`config.mk`:
```
export PLATFORM = sky130hd
export DESIGN_NAME = fetch_controller
export DESIGN_NICKNAME = d
export VERILOG_FILES = /design/src/rtl/fetch_controller.sv
export SDC_FILE = /design/constraint.sdc
export NUM_CORES = 1
export LEC_CHECK = 0
export ABC_AREA = 1
export BUFFER_PORTS_ARGS = -buffer_cell sky130_fd_sc_hd__buf_2
export CAP_MARGIN = 30
export CORE_MARGIN = 4
export CORE_UTILIZATION = 45
export DETAILED_ROUTE_END_ITERATION = 12
export GPL_ROUTABILITY_DRIVEN = 1
export PLACE_DENSITY = 0.75
export SYNTH_ARGS = -nofsm -noshare
export SYNTH_HDL_FRONTEND = slang
export SYNTH_SLANG_ARGS = --single-unit
export TNS_END_PERCENT = 10
```
`constraint.sdc`:
```
create_clock -name clk -period 3.4 [get_ports clk]
set_clock_uncertainty 0.05 [all_clocks]
set_input_delay 0.17 -clock clk [delete_from_list [all_inputs] [get_ports clk]]
set_output_delay 0.17 -clock clk [all_outputs]
set_load 0.05 [all_outputs]
```
`src/rtl/fetch_controller.sv`:
```
// Instruction fetch sequencer: owns the PC, reads the combinational ICache and
// presents one registered word per cycle to decode over a valid/ready handshake.
module fetch_controller #(
    parameter int          WIDTH     = 32,
    parameter int          WIDTH_ADD = 32,
    parameter int          SIZE      = 108,
    parameter logic [31:0] HALT_WORD = 32'hFFFFFFFF
) (
    input  logic                 clk,
    input  logic                 rst,
    output logic [WIDTH_ADD-1:0] icache_addr,
    input  logic [WIDTH-1:0]     icache_data,
    output logic [WIDTH-1:0]     instr_out,
    output logic [WIDTH_ADD-1:0] pc_out,
    output logic                 instr_valid,
    input  logic                 instr_ready,
    input  logic                 stall,
    input  logic                 redirect,
    input  logic [WIDTH_ADD-1:0] redirect_addr,
    output logic                 halted,
    output logic                 fault,
    output logic [15:0]          fetch_count
);

    typedef enum logic [1:0] {RUN, HALT, FAULT} state_t;

    state_t               state_q, state_d;
    logic [WIDTH_ADD-1:0] pc_q, pc_d;
    logic [WIDTH-1:0]     instr_q, instr_d;
    logic [WIDTH_ADD-1:0] pc_out_q, pc_out_d;
    logic                 valid_q, valid_d;
    logic                 halted_q, halted_d;
    logic                 fault_q, fault_d;
    logic [15:0]          count_q, count_d;

    logic                 accept, slot_free, pc_legal;
    logic [WIDTH_ADD:0]   pc_last;

    // Last byte of the word, one bit wider so the bound check cannot wrap.
    assign pc_last   = {1'b0, pc_q} + (WIDTH_ADD+1)'(3);
    assign pc_legal  = (pc_q[1:0] == 2'b00) && (pc_last <= (WIDTH_ADD+1)'(SIZE-1));
    assign accept    = valid_q && instr_ready;
    assign slot_free = !valid_q || instr_ready;

    always_comb begin
        state_d  = state_q;
        pc_d     = pc_q;
        instr_d  = instr_q;
        pc_out_d = pc_out_q;
        valid_d  = valid_q;
        halted_d = halted_q;
        fault_d  = fault_q;
        count_d  = accept ? count_q + 16'd1 : count_q;

        case (state_q)
            RUN: begin
                if (redirect) begin
                    pc_d    = redirect_addr;
                    valid_d = 1'b0;
                end else if (!pc_legal) begin
                    state_d = FAULT;
                    fault_d = 1'b1;
                    if (slot_free) valid_d = 1'b0;
                end else if (slot_free) begin
                    if (stall) begin
                        valid_d = 1'b0;
                    end else if (icache_data == HALT_WORD) begin
                        state_d  = HALT;
                        halted_d = 1'b1;
                        valid_d  = 1'b0;
                    end else begin
                        instr_d  = icache_data;
                        pc_out_d = pc_q;
                        valid_d  = 1'b1;
                        pc_d     = pc_q + WIDTH_ADD'(4);
                    end
                end
            end
            // Terminal states only drain a word that was already presented.
            default: begin
                if (accept) valid_d = 1'b0;
            end
        endcase
    end

    always_ff @(posedge clk) begin
        if (rst) begin
            state_q  <= RUN;
            pc_q     <= '0;
            instr_q  <= '0;
            pc_out_q <= '0;
            valid_q  <= 1'b0;
            halted_q <= 1'b0;
            fault_q  <= 1'b0;
            count_q  <= '0;
        end else begin
            state_q  <= state_d;
            pc_q     <= pc_d;
            instr_q  <= instr_d;
            pc_out_q <= pc_out_d;
            valid_q  <= valid_d;
            halted_q <= halted_d;
            fault_q  <= fault_d;
            count_q  <= count_d;
        end
    end

    assign icache_addr = pc_q;
    assign instr_out   = instr_q;
    assign pc_out      = pc_out_q;
    assign instr_valid = valid_q;
    assign halted      = halted_q;
    assign fault       = fault_q;
    assign fetch_count = count_q;

endmodule

```
==> impl_metrics.env <==
export IMPL_grt_pass1_vias=6851
export IMPL_rsz0062_at_grt="no"
export IMPL_synthDistinctLibCells=36
export IMPL_yosys_area_share_simple_pct=40.1
export IMPL_holdPathStages=5
export IMPL_grt_ovfl_total=0
export IMPL_grt_max_degree=104
export IMPL_path_clk_slew_ps=60
export IMPL_setup_tns_ps=0
export IMPL_drv_slew=0
export IMPL_worstPathArrival_ps=3270
export IMPL_area_growth_pct=31.7
export IMPL_use_met3_pct=7.90
export IMPL_coreArea_um2=13900
export IMPL_worstPathRequired_ps=3660
export IMPL_syn_nets=1110
export IMPL_htree_levels=4
export IMPL_period_share_pct=88.3
export IMPL_finalSetupViolations=0
export IMPL_final_common_cell="nand2_1"
export IMPL_relSlewSlack_pct=33.9
export IMPL_grt_met2_usage_pct=39.7
export IMPL_antenna_found_initial=0
export IMPL_clock_sinks=117
export IMPL_insertedDiodeCount=0
export IMPL_place_area_um2=7480
export IMPL_min_period_ps=3000
export IMPL_clockBufferDepth=2
export IMPL_cts_resized=0
export IMPL_synth_compound_area_share_pct=6.03
export IMPL_initial_core_util_pct=46.0
export IMPL_critical_path_max_fanout=60
export IMPL_grt_use_total_pct=24.9
export IMPL_wl_per_cell_um=13.9
export IMPL_totalWireLength_um=19900
export IMPL_clk_latency_ps=430
export IMPL_chipWidth_um=127
export IMPL_grt_pass1_wl_um=32600
export IMPL_syn_area_um2=6410
export IMPL_synth_xor_area_share_pct=2.60
export IMPL_p_leak_nw=4.50
export IMPL_hp_class="in -> reg"
export IMPL_chipHeight_um=127
export IMPL_drt_antenna_violating_nets=0
export IMPL_tightest_slew_ps=991
export IMPL_status="finished clean"
export IMPL_drt_pass1_iter_count=6
export IMPL_rr_worst_depth=14
export IMPL_p_per_area_nw_per_um2=469
export IMPL_syn_inst=1037
export IMPL_crit_path_start_kind="flip-flop"
export IMPL_maxClockFrequency_ghz=0.333
export IMPL_cts_setup_buffers=0
export IMPL_fill_cells=1269
export IMPL_drtIter0Drc=496
export IMPL_whs_ps=18.0
export IMPL_cts_tree="built"
export IMPL_dpl_hpwl_um=13800
export IMPL_io_pins=184
export IMPL_layout_drive_gt1_share_pct=19.7
export IMPL_final_area_um2=8440
export IMPL_row_count=43
export IMPL_drc=0
export IMPL_via_per_inst=4.96
export IMPL_peakVddDrop_uv=440
export IMPL_yosysSeqAreaShare_pct=36.5
export IMPL_synth_top_family_by_area="simple AND/OR/NAND/NOR gates"
export IMPL_nets=1316
export IMPL_cts_root_buf="clkbuf_16"
export IMPL_ys_seq_elements=117
export IMPL_cap_violations=0
export IMPL_synthMuxAreaShare_pct=2.19
export IMPL_finalHoldViolations=0
export IMPL_dieArea_um2=16200
export IMPL_yosysWarnings=0
export IMPL_gr_usage_met1_pct=29.8
export IMPL_busiest_layer="met2"
export IMPL_cts_buffers=17
export IMPL_worstSetupEndpointType="flip-flop"
export IMPL_critPathKind="reg -> reg"
export IMPL_synthAdderAreaFrac_pct=0.781
export IMPL_finalWeightedCongestion=1.03
export IMPL_num_vias=7124
export IMPL_syn_mean_instance_area_um2=6.18
export IMPL_final_cell_mix="nand2_1 (287), nor2_1 (217), buf_2 (183), inv_1 (145), dfxtp_1 (117)"
export IMPL_port_buffers=183
export IMPL_r2r_slack_ps=400
## power by group
part           total (mW)  internal [mW]  switching, mW  leakage [nW]
Clock                1.88           1.22          0.661         0.294
Sequential           1.49           1.41         0.0742         0.950
Combinational       0.586          0.197          0.389          3.25
Total                3.96           2.83           1.12          4.50
## path summary, 6_finish.rpt
check | end | start
hold reg to reg | halted | halted
setup / recovery | icache_addr[27] | icache_addr[14]
hold / removal | icache_addr[10] | redirect_addr[10]
setup reg to reg | icache_addr[27] | icache_addr[14]
## flip-flops by register name, summed over array words and instances (netlist names)
signal,flops
icache_addr,32
instr_out,32
pc_out,32
fetch_count,16
state_q,2
fault,1
halted,1
instr_valid,1
## synth_stat cells (all sizes together)
master | n | area share, %
dfxtp | 117 | 37
xor2 | 16 | 2.2
a211oi | 2 | 0.23
a22oi | 1 | 0.12
nand3 | 61 | 4.8
buf | 26 | 2.1
clkbuf | 16 | 0.94
or2 | 1 | 0.098
a31oi | 2 | 0.20
ha | 4 | 0.78
o22ai | 3 | 0.29
o31ai | 4 | 0.47
xnor2 | 3 | 0.41
nor4 | 5 | 0.49
o21ai | 24 | 1.9
nand3b | 1 | 0.12
inv | 149 | 8.7
nand2 | 291 | 17
a21boi | 1 | 0.12
nor3b | 1 | 0.12
a2bb2oi | 2 | 0.27
nor2 | 228 | 14
nand4 | 20 | 2.0
a21oi | 30 | 2.3
mux2i | 14 | 2.2
nor3 | 14 | 1.2
o21a | 1 | 0.12
## critical path, stage by stage (launching register included)
cell and delay, ps:
dfxtp_1 540, nand2_1 120, nor2_1 270, nand2_1 240, nor3_1 350, nand2_1 140, xor2_1 170, inv_1 70
nor2_2 210, nand4_1 160, nand2_2 110, buf_12 230, nand2_1 80, nand2_1 60, nor2_1 50
## per-layer routing
| metal | routed length [um] | part of all wire [%] | up-vias |
|---|---|---|---|
| met3 | 1680 | 8.4 | 74 |
| met5 | 0 | 0 | - |
| met4 | 800 | 4.0 | 0 |
| met2 | 9170 | 46 | 272 |
| met1 | 8280 | 42 | 3177 |
| li1 | - | - | 3601 |
## final cells by class
type | instances | area, um^2 | share of cell area [%]
flip-flops and latches | 117 | 2340 | 27.7
clock inverters | 13 | 180 | 2.13
clock buffers | 19 | 433 | 5.13
multi-input cells | 729 | 3330 | 39.4
well taps | 180 | 225 | 2.67
repair buffers | 229 | 1370 | 16.3
inverters | 149 | 559 | 6.63
## stage by stage
step	setup slack [ps]	total power, mW	instances	util, %
4_1_cts	506	3.98	1436	60.6
5_1_grt	48.3	4.12	1436	60.6
3_5_place_dp	534	2.06	1369	53.7
2_1_floorplan	498	1.89	1037	-
3_3_place_gp	475	2.06	1369	53.7
6_report	397	3.96	1436	60.6
## repair_timing
item,4_1_cts,5_1_grt
hold buffers,35,0
setup endpoints to repair,0,0
endpoints found under the hold margin,38,0
## cell families after synthesis
family / Yosys count
AO/OA/AOI/OAI: 70
XOR/XNOR: 19
adder cells (fa/ha/maj): 4
buffers and inverters: 191
flip-flops: 117
multiplexers: 14
AND/OR/NAND/NOR: 622
Power figures use the tool's default switching activity.
